$ cat src/rtl/rs_alu_pkg.sv
// ============================================================================
// rs_alu_pkg : shared op codes and sizing for the reservation station + ALU
// Rev 1.0
// ============================================================================
`default_nettype none

package rs_alu_pkg;

  localparam int RS_SIZE_DEF   = 8;
  localparam int ROB_WIDTH_DEF = 3;
  localparam int OP_W          = 6;

  typedef enum logic [OP_W-1:0] {
    OP_NOP   = 6'd0,
    OP_LUI   = 6'd1,
    OP_AUIPC = 6'd2,
    OP_JAL   = 6'd3,
    OP_JALR  = 6'd4,
    OP_BEQ   = 6'd5,
    OP_BNE   = 6'd6,
    OP_BLT   = 6'd7,
    OP_BGE   = 6'd8,
    OP_BLTU  = 6'd9,
    OP_BGEU  = 6'd10,
    OP_ADDI  = 6'd11,
    OP_SLTI  = 6'd12,
    OP_SLTIU = 6'd13,
    OP_XORI  = 6'd14,
    OP_ORI   = 6'd15,
    OP_ANDI  = 6'd16,
    OP_SLLI  = 6'd17,
    OP_SRLI  = 6'd18,
    OP_SRAI  = 6'd19,
    OP_ADD   = 6'd20,
    OP_SUB   = 6'd21,
    OP_SLL   = 6'd22,
    OP_SLT   = 6'd23,
    OP_SLTU  = 6'd24,
    OP_XOR   = 6'd25,
    OP_SRL   = 6'd26,
    OP_SRA   = 6'd27,
    OP_OR    = 6'd28,
    OP_AND   = 6'd29
  } op_e;

endpackage

`default_nettype wire

$ cat src/rtl/rs_alu_alu.sv
// ============================================================================
// alu : single-cycle combinational integer ALU used by rs_alu dispatch
// Rev 1.0
// ============================================================================
`default_nettype none

module alu
  import rs_alu_pkg::*;
(
  input  logic [OP_W-1:0] op,
  input  logic [31:0]     vj,
  input  logic [31:0]     vk,
  input  logic [31:0]     imm,
  input  logic [31:0]     pc,
  output logic [31:0]     result
);

  always_comb begin
    result = 32'd0;
    case (op)
      OP_LUI:   result = imm;
      OP_AUIPC: result = pc + imm;
      OP_JAL,
      OP_JALR:  result = pc + 32'd4;
      // branches report the taken decision, not a target
      OP_BEQ:   result = {31'd0, vj == vk};
      OP_BNE:   result = {31'd0, vj != vk};
      OP_BLT:   result = {31'd0, $signed(vj) < $signed(vk)};
      OP_BGE:   result = {31'd0, $signed(vj) >= $signed(vk)};
      OP_BLTU:  result = {31'd0, vj < vk};
      OP_BGEU:  result = {31'd0, vj >= vk};
      OP_ADDI:  result = vj + imm;
      OP_SLTI:  result = {31'd0, $signed(vj) < $signed(imm)};
      OP_SLTIU: result = {31'd0, vj < imm};
      OP_XORI:  result = vj ^ imm;
      OP_ORI:   result = vj | imm;
      OP_ANDI:  result = vj & imm;
      OP_SLLI:  result = vj << imm[4:0];
      OP_SRLI:  result = vj >> imm[4:0];
      OP_SRAI:  result = 32'($signed(vj) >>> imm[4:0]);
      OP_ADD:   result = vj + vk;
      OP_SUB:   result = vj - vk;
      OP_SLL:   result = vj << vk[4:0];
      OP_SLT:   result = {31'd0, $signed(vj) < $signed(vk)};
      OP_SLTU:  result = {31'd0, vj < vk};
      OP_XOR:   result = vj ^ vk;
      OP_SRL:   result = vj >> vk[4:0];
      OP_SRA:   result = 32'($signed(vj) >>> vk[4:0]);
      OP_OR:    result = vj | vk;
      OP_AND:   result = vj & vk;
      default:  result = 32'd0;
    endcase
  end

endmodule

`default_nettype wire

$ cat src/rtl/rs_alu.sv
// ============================================================================
// rs_alu : reservation station with operand wakeup feeding one ALU per cycle
// Rev 1.0
// ============================================================================
`default_nettype none

module rs_alu
  import rs_alu_pkg::*;
#(
  parameter int RS_SIZE       = RS_SIZE_DEF,
  parameter int ROB_WIDTH_BIT = ROB_WIDTH_DEF
) (
  input  logic                     clk_in,
  input  logic                     rst_in,
  input  logic                     rdy_in,
  input  logic                     issue_valid,
  input  logic [OP_W-1:0]          issue_op,
  input  logic [31:0]              issue_pc,
  input  logic [31:0]              issue_imm,
  input  logic [ROB_WIDTH_BIT-1:0] issue_rob_id,
  input  logic                     issue_rj,
  input  logic                     issue_rk,
  input  logic [31:0]              issue_vj,
  input  logic [31:0]              issue_vk,
  input  logic [ROB_WIDTH_BIT-1:0] issue_qj,
  input  logic [ROB_WIDTH_BIT-1:0] issue_qk,
  output logic                     rs_full,
  input  logic                     lsb_to_rob,
  input  logic [31:0]              lsb_value,
  input  logic [ROB_WIDTH_BIT-1:0] lsb_dest,
  input  logic                     clear_all,
  output logic                     rs_to_rob,
  output logic [31:0]              rs_value,
  output logic [ROB_WIDTH_BIT-1:0] rs_dest
);

  localparam int IDX_W = (RS_SIZE > 1) ? $clog2(RS_SIZE) : 1;

  logic [RS_SIZE-1:0]       busy_q, busy_d;
  logic [OP_W-1:0]          op_q  [RS_SIZE];
  logic [OP_W-1:0]          op_d  [RS_SIZE];
  logic [31:0]              pc_q  [RS_SIZE];
  logic [31:0]              pc_d  [RS_SIZE];
  logic [31:0]              imm_q [RS_SIZE];
  logic [31:0]              imm_d [RS_SIZE];
  logic [ROB_WIDTH_BIT-1:0] rob_q [RS_SIZE];
  logic [ROB_WIDTH_BIT-1:0] rob_d [RS_SIZE];
  logic [31:0]              vj_q  [RS_SIZE];
  logic [31:0]              vj_d  [RS_SIZE];
  logic [31:0]              vk_q  [RS_SIZE];
  logic [31:0]              vk_d  [RS_SIZE];
  logic [ROB_WIDTH_BIT-1:0] qj_q  [RS_SIZE];
  logic [ROB_WIDTH_BIT-1:0] qj_d  [RS_SIZE];
  logic [ROB_WIDTH_BIT-1:0] qk_q  [RS_SIZE];
  logic [ROB_WIDTH_BIT-1:0] qk_d  [RS_SIZE];
  logic [RS_SIZE-1:0]       rj_q, rj_d, rk_q, rk_d;

  logic                     rs_to_rob_q, rs_to_rob_d;
  logic [31:0]              rs_value_q, rs_value_d;
  logic [ROB_WIDTH_BIT-1:0] rs_dest_q, rs_dest_d;

  logic [IDX_W-1:0]         free_idx, disp_idx;
  logic                     disp_any;
  logic [31:0]              alu_result;

  assign rs_full   = &busy_q;
  assign rs_to_rob = rs_to_rob_q;
  assign rs_value  = rs_value_q;
  assign rs_dest   = rs_dest_q;

  function automatic logic tag_hit(input logic                     valid,
                                   input logic [ROB_WIDTH_BIT-1:0] a,
                                   input logic [ROB_WIDTH_BIT-1:0] b);
    return valid && (a == b);
  endfunction

  // Lowest-index priority encoders for the free slot and the dispatch slot.
  always_comb begin
    free_idx = '0;
    disp_idx = '0;
    disp_any = 1'b0;
    for (int i = RS_SIZE - 1; i >= 0; i--) begin
      if (!busy_q[i]) begin
        free_idx = IDX_W'(i);
      end
      if (busy_q[i] && rj_q[i] && rk_q[i]) begin
        disp_idx = IDX_W'(i);
        disp_any = 1'b1;
      end
    end
  end

  alu u_alu (
    .op     (op_q[disp_idx]),
    .vj     (vj_q[disp_idx]),
    .vk     (vk_q[disp_idx]),
    .imm    (imm_q[disp_idx]),
    .pc     (pc_q[disp_idx]),
    .result (alu_result)
  );

  always_comb begin
    busy_d      = busy_q;
    op_d        = op_q;
    pc_d        = pc_q;
    imm_d       = imm_q;
    rob_d       = rob_q;
    vj_d        = vj_q;
    vk_d        = vk_q;
    qj_d        = qj_q;
    qk_d        = qk_q;
    rj_d        = rj_q;
    rk_d        = rk_q;
    rs_to_rob_d = rs_to_rob_q;
    rs_value_d  = rs_value_q;
    rs_dest_d   = rs_dest_q;

    if (rdy_in) begin
      if (clear_all) begin
        busy_d      = '0;
        rs_to_rob_d = 1'b0;
      end else begin
        // LSB is checked first so it wins when both buses carry the same tag.
        for (int i = 0; i < RS_SIZE; i++) begin
          if (busy_q[i] && !rj_q[i]) begin
            if (tag_hit(lsb_to_rob, lsb_dest, qj_q[i])) begin
              vj_d[i] = lsb_value;
              rj_d[i] = 1'b1;
            end else if (tag_hit(rs_to_rob_q, rs_dest_q, qj_q[i])) begin
              vj_d[i] = rs_value_q;
              rj_d[i] = 1'b1;
            end
          end
          if (busy_q[i] && !rk_q[i]) begin
            if (tag_hit(lsb_to_rob, lsb_dest, qk_q[i])) begin
              vk_d[i] = lsb_value;
              rk_d[i] = 1'b1;
            end else if (tag_hit(rs_to_rob_q, rs_dest_q, qk_q[i])) begin
              vk_d[i] = rs_value_q;
              rk_d[i] = 1'b1;
            end
          end
        end

        rs_to_rob_d = disp_any;
        if (disp_any) begin
          busy_d[disp_idx] = 1'b0;
          rs_value_d       = alu_result;
          rs_dest_d        = rob_q[disp_idx];
        end

        if (issue_valid && !rs_full) begin
          busy_d[free_idx] = 1'b1;
          op_d[free_idx]   = issue_op;
          pc_d[free_idx]   = issue_pc;
          imm_d[free_idx]  = issue_imm;
          rob_d[free_idx]  = issue_rob_id;
          qj_d[free_idx]   = issue_qj;
          qk_d[free_idx]   = issue_qk;
          vj_d[free_idx]   = issue_vj;
          vk_d[free_idx]   = issue_vk;
          rj_d[free_idx]   = issue_rj;
          rk_d[free_idx]   = issue_rk;
          if (!issue_rj) begin
            if (tag_hit(lsb_to_rob, lsb_dest, issue_qj)) begin
              vj_d[free_idx] = lsb_value;
              rj_d[free_idx] = 1'b1;
            end else if (tag_hit(rs_to_rob_q, rs_dest_q, issue_qj)) begin
              vj_d[free_idx] = rs_value_q;
              rj_d[free_idx] = 1'b1;
            end
          end
          if (!issue_rk) begin
            if (tag_hit(lsb_to_rob, lsb_dest, issue_qk)) begin
              vk_d[free_idx] = lsb_value;
              rk_d[free_idx] = 1'b1;
            end else if (tag_hit(rs_to_rob_q, rs_dest_q, issue_qk)) begin
              vk_d[free_idx] = rs_value_q;
              rk_d[free_idx] = 1'b1;
            end
          end
        end
      end
    end
  end

  always_ff @(posedge clk_in) begin
    if (rst_in) begin
      busy_q      <= '0;
      rs_to_rob_q <= 1'b0;
      rs_value_q  <= 32'd0;
      rs_dest_q   <= '0;
    end else begin
      busy_q      <= busy_d;
      rs_to_rob_q <= rs_to_rob_d;
      rs_value_q  <= rs_value_d;
      rs_dest_q   <= rs_dest_d;
    end
  end

  // Payload is qualified by busy, so it needs no reset.
  always_ff @(posedge clk_in) begin
    op_q  <= op_d;
    pc_q  <= pc_d;
    imm_q <= imm_d;
    rob_q <= rob_d;
    vj_q  <= vj_d;
    vk_q  <= vk_d;
    qj_q  <= qj_d;
    qk_q  <= qk_d;
    rj_q  <= rj_d;
    rk_q  <= rk_d;
  end

endmodule

`default_nettype wire

$ cat config.mk
export PLATFORM = sky130hd
export DESIGN_NAME = rs_alu
export DESIGN_NICKNAME = d
export VERILOG_FILES = /design/src/rtl/rs_alu_pkg.sv /design/src/rtl/rs_alu_alu.sv /design/src/rtl/rs_alu.sv
export SDC_FILE = /design/constraint.sdc
export NUM_CORES = 2
export LEC_CHECK = 0
export CORE_MARGIN = 4
export CORE_UTILIZATION = 42
export CTS_BUF_LIST = sky130_fd_sc_hd__clkbuf_16
export CTS_CLUSTER_DIAMETER = 60
export CTS_CLUSTER_SIZE = 24
export DETAILED_ROUTE_END_ITERATION = 6
export PLACE_DENSITY = 0.68
export REMOVE_ABC_BUFFERS = 1
export SLEW_MARGIN = 25
export SYNTH_ARGS = -nofsm -noshare
export SYNTH_HDL_FRONTEND = slang
export SYNTH_SLANG_ARGS = --single-unit
$ cat constraint.sdc
create_clock -name clk_in -period 17.1 [get_ports clk_in]
set_clock_uncertainty 0.15 [all_clocks]
set_input_delay 2.565 -clock clk_in [delete_from_list [all_inputs] [get_ports clk_in]]
set_output_delay 2.565 -clock clk_in [all_outputs]
set_load 0.01 [all_outputs]
# Yosys cells after proc, flatten, opt, wreduce, memory -nomap -nowiden
# Cells that the tools add are included.
[totals]
regBits = 1204
in_bits = 186
wordCells = 520
[classes]
addsub = 5
n_lt_le_gt_ge = 13
eq_ne = 67
shift = 6
mux = 249
bitwise = 14
reduce_logical = 96
[ops]
columns = ["cell", "count"]
rows = [
  ["$mux W32", 89],
  ["$bwmux W256", 8],
  ["$mux W256", 8],
  ["$pmux W32 S26", 1],
  ["$bmux W32 S3", 4],
  ["$lt A32 B32 Y1", 4],
  ["$eq A3 B3 Y1", 36],
  ["$mux W8", 13],
  ["$add A32 B32 Y32", 3],
  ["$demux W32 S3", 1],
  ["$mux W1", 91],
  ["$eq A6 B5 Y1 const B", 14],
  ["$bwmux W24", 3],
  ["$logic_and A1 B1 Y1", 72],
  ["$and A32 B32 Y32", 2],
  ["$ge A32 B32 Y1", 2],
  ["$or A32 B32 Y32", 2],
  ["$shl A32 B5 Y32", 2],
  ["$shr A32 B5 Y32", 2],
  ["$sshr A32 B5 Y32", 2],
  ["$xor A32 B32 Y32", 2],
  ["$mux W3", 19],
  ["$bwmux W48", 1],
  ["$eq A6 B4 Y1 const B", 8],
  ["other kinds (28)", 61],
]

# Longest topological paths before layout
[depth]
depth_word = 22
mapped_depth = 34

# Cells and area by module
# A second synthesis with hierarchy kept.
[hier_totals]
hier_cells = 7589
area_unflattened_um2 = 78990.8
[by_module_without_submodules]
columns = ["mod", "n_inst", "cells_each", "area_per_inst_um2"]
rows = [
  ["rs_alu", 1, 5176, 62713.9],
  ["alu", 1, 2413, 16276.9],
]

# Least setup slack after synthesis
# Ideal clock, no wire load.
[synth_path]
kind = "input -> register"
startpoint = "input port clear_all"
endpoint = "register rs_value_q[18] (netlist: rs_value[18])"
arrival_time_ns = 16.999
required_ns = 16.871
slack_ns = -0.128
stages = 10
n_path_buf = 1
path_cell_list = "nand2b_1 clkbuf_1 inv_1 o21ai_1 a311oi_1 o21ai_0 nor2_1 a21oi_1 or3_1 o211ai_1"
[synth_via]
elab_chain_cells = 2
[synth_rtl]
columns = ["element", "line_no", "source"]
rows = [
  ["start: declaration", "rs_alu.sv:31", "input logic clear_all,"],
  ["$not A1 Y1 (no source line)", "--", ""],
  ["$reduce_and A3 Y1 (no source line)", "--", ""],
  ["end signal: assignment", "rs_alu.sv:196", "rs_value_q <= rs_value_d;"],
  ["end: declaration", "rs_alu.sv:59", "logic [31:0] rs_value_q, rs_value_d;"],
]
# No other way between the ends.
# A chain may end at the register's enable or synchronous reset.

# Worst setup path in the final report
[layout_path]
startpoint = "register busy_q[0]"
endpoint = "register rs_value_q[0] (netlist: rs_value[0])"
[layout_via]
elab_chain_cells = 10
word_cells_on_any_way = 79
classes_between = "add/sub: 5; order compare: 6; eq/ne: 31; shift: 6; mux: 18; bitwise: 7; reduce/logical: 6"
[layout_rtl]
columns = ["element", "line_no", "source"]
rows = [
  ["start: declaration", "rs_alu.sv:39", "logic [RS_SIZE-1:0] busy_q, busy_d;"],
  ["start signal: assignment", "rs_alu.sv:194", "busy_q <= busy_d;"],
  ["$logic_and A1 B1 Y1 * (2 in series)", "rs_alu.sv:86", "if (busy_q[i] && rj_q[i] && rk_q[i]) begin"],
  ["parallel branches: the longest is 8 deep, another holds $sub A32 B32 Y32", "--", ""],
]
# Mark *: on every way between the ends. The select of a mux whose other input is x is not followed.

==> run metrics <==
failing checks design-rule violations; Sink Count 1204; number of nets with antenna violations after detailed routing 0; final number of max-transition violations 0; Tmin final 9810 ps; Worst Max-Slew Pin Slew 1238 ps; clock tree from TritonCTS built; relative max-transition margin 17.49%; GR Overflow Total 0; post-CTS setup buffer count 0; number of nets in the layout 8232; Longest Clk Path Bufs 3; Fill cells 16940; class of the worst hold path flip-flop to flip-flop; Area contributors post-synth edfxtp_1, mux2i_1, nand2_1, o211ai_1, o21ai_0; primary flip-flop cell chosen by synthesis mapping edfxtp_1; crit path DAT 10350 ps; io pins 223; gp weighted congestion 1.113; max incr delay on CP 890 ps; Place WS 7549 ps; period utilization 57.37%; proportion of power drawn by flip-flops and latches 48.4%; most frequent cells after synthesis nand2_1, edfxtp_1, o21ai_0; Routed WL 365.5 mm; post-synth cell types 103; starting density of the core 42.20%; outcome finished with violations; largest fanout on the critical path 25; Seq cells post-synth 1204; DR iter-0 viols 11920; clock share of power 39.8%; Bufs and invs on worst path 5; worst vdd ir 0.1037 mV; count of synthesis-stage warnings from yosys 0; number of failing hold endpoints at the final stage 0; total core area 0.1831 mm²; Setup crit end kind flip-flop; area of the die 0.1909 mm²; gate family responsible for the most delay along the worst path compound AO/OA/AOI/OAI gates; global-route wire length before repair 510.3 mm; Post-Route M1 WL 142.0 mm; top achievable clock speed 0.1019 GHz; power per cell area 79.22 mW/mm²; Met2 Wirelength 151.8 mm; unrepaired setup endpoints after global routing false; share of post-route cells with drive strength above 1 9.441%; Top Layer Used met5; final setup violating endpoints 0; growth of design area from synthesis to finish 12.45%; level count of the clock H-tree 3; largest area contributor in the netlist edfxtp_1; vias per inst 6.904; cell row count 157; Tot Pwr 6.882 mW; clock root buffer clkbuf_16; sequential-to-total area share from yosys stat 46.23%; number of cells produced by synthesis 7975; number of DRC violations after detailed routing 15; reported max-cap violation count 0; cts hold-fix bufs 0; width of the chip 436.9 µm; leakage component of the power 32.06 nW; Crit-path slowest cell and3_1; number of antenna violations at the first check in global routing 21; switching pwr 1.925 mW; global-route usage over all layers 36.66%; Internal Power 4.958 mW; EDFF count, synth 1160; crit path kind flip-flop to flip-flop; Netlist Area Pre-Place 0.07726 mm²; dpl hpwl 246.9 mm; register-to-register path setup slack 7290 ps; net switching share of the total power 27.97%; number of global-route vias before repair 66770; Chip Height 436.9 µm; sort of element at the start of the critical path flip-flop; Clk Latency, worst-skew pair 820 ps; pin count of the biggest net entering global routing 174; number of resized instances in the post-cts repair step 0; iteration count of the initial detailed-routing pass 7; most repeated cell in the gate-level netlist after synthesis nand2_1; clock edge transition at the registers on the reported setup and hold paths 80 ps; number of buffers created by CTS 109; met3 layer wire length in the routed design 47.96 mm; routed length per instance 34.86 µm; total via count after detailed routing 72380; Data required, critical path 17640 ps; number of input and output port buffers inserted 222; Critical Path Most Common Cell buf_4; area share of the leading cell type in the synthesized netlist 45.09%; worst setup slack after layout 7290 ps; mean cell area of the mapped netlist 9.688 µm²; combinational cell fraction of total power 11.8%; share of synthesized flip-flops with an asynchronous set or reset 0%
[registers in the layout, summed over array words and instances, names as in the netlist]
register	cells
imm_q	256
busy_q	8
qk_q	24
op_q	48
rs_to_rob	1
vk_q	256
pc_q	256
rs_value	32
rs_dest	3
rj_q	8
qj_q	24
rk_q	8
vj_q	256
rob_q	24
[routing by layer]
metal	vias to the layer above	GRT usage, %
li1	30250	-
met1	35370	49.74
met2	5640	52.93
met3	1113	10.36
met4	10	19.58
met5	-	0
[worst reg2reg max path: cells and delay by family (launching register included)]
| family | cells | cell delay (ps) |
|---|---|---|
| AO/OA/AOI/OAI | 15 | 4400 |
| buffers and inverters | 5 | 2080 |
| AND/OR/NAND/NOR | 5 | 1640 |
| adder cells (fa/ha/maj) | 1 | 750 |
| flip-flops | 1 | 520 |
| multiplexers | 1 | 170 |
[power by group through the flow]
| stage | Clock [mW] | Sequential [mW] | Combinational, mW |
|---|---|---|---|
| 2_1_floorplan | 0 | 3.41 | 0.414 |
| 3_3_place_gp | 0 | 3.39 | 0.772 |
| 3_5_place_dp | 0 | 3.39 | 0.776 |
| 4_1_cts | 2.76 | 3.33 | 0.779 |
| 5_1_grt | 2.86 | 3.33 | 0.844 |
| 6_report | 2.74 | 3.33 | 0.811 |
[worst paths after layout]
| check | start | endpoint | depth (start not counted) |
|---|---|---|---|
| hold reg to reg | rs_value[14] | rs_value[14] | 2 |
| hold / removal | rs_value[14] | rs_value[14] | 2 |
| setup / recovery | busy_q[0] | rs_value[0] | 27 |
| setup reg to reg | busy_q[0] | rs_value[0] | 27 |
[cells in the final DEF (no fill, tap or decap), types with 16 or more instances in the layout]
master	n
a211oi_1	90
a21o_1	62
a21oi_1	363
a221oi_1	52
a222oi_1	59
a22o_1	38
a22oi_1	28
a31oi_1	47
and3_1	84
buf_4	335
clkbuf_16	111
clkdlybuf4s50_1	222
dfxtp_1	43
edfxtp_1	1160
ha_1	126
inv_1	109
mux2_2	43
mux2i_1	741
nand2_1	1273
nand2b_1	31
nand3_1	166
nand4_1	77
nor2_1	287
nor2b_1	19
nor3_1	99
nor3_2	25
nor4_1	37
o211ai_1	552
o21ai_0	797
o21ai_1	35
o221a_2	22
o221ai_1	63
o22ai_1	116
o31ai_1	16
or4_1	17
xnor2_1	192
xor2_1	37
[layout make-up]
| cell class | count | area [µm²] | share of cell area, % |
|---|---|---|---|
| timing repair buffer | 561 | 4816 | 5.543 |
| multi-input combinational | 5931 | 38840 | 44.71 |
| sequential | 1204 | 35720 | 41.11 |
| clock buffer | 111 | 2778 | 3.197 |
| tap | 2464 | 3083 | 3.549 |
| clock inverter | 91 | 1194 | 1.374 |
| inverter | 110 | 420.4 | 0.4839 |
| antenna | 12 | 30.03 | 0.03456 |
[cell families (layout without fill, tap and decap cells)]
family                     after synthesis  in the layout  share of synthesized area [%]
other                                    0             12                              0
and+or+nand+nor                       2218           2218                          12.56
DFF                                   1204           1204                          46.23
muxes                                  796            796                          10.54
adders and majority gates              129            129                          2.118
buffers and inverters                  840            873                          4.305
AOI/OAI and AO/OA                     2558           2558                          21.65
xor gates and xnor gates               230            230                          2.607
[stage by stage]
stage                     util [%]  instances  setup TNS [ps]  cell area [µm²]  hold slack [ps]
after floorplan                  -       7245          -63050            74350            390.0
after global placement       45.21      10270               0            82780            304.7
after detailed placement     45.24      10270               0            82820            313.7
after CTS                    47.41      10470               0            86790            329.1
after global routing         47.45      10480               0            86870            349.1
final                        47.45      10480               0            86880            337.3
Power figures use the tool's default switching activity.
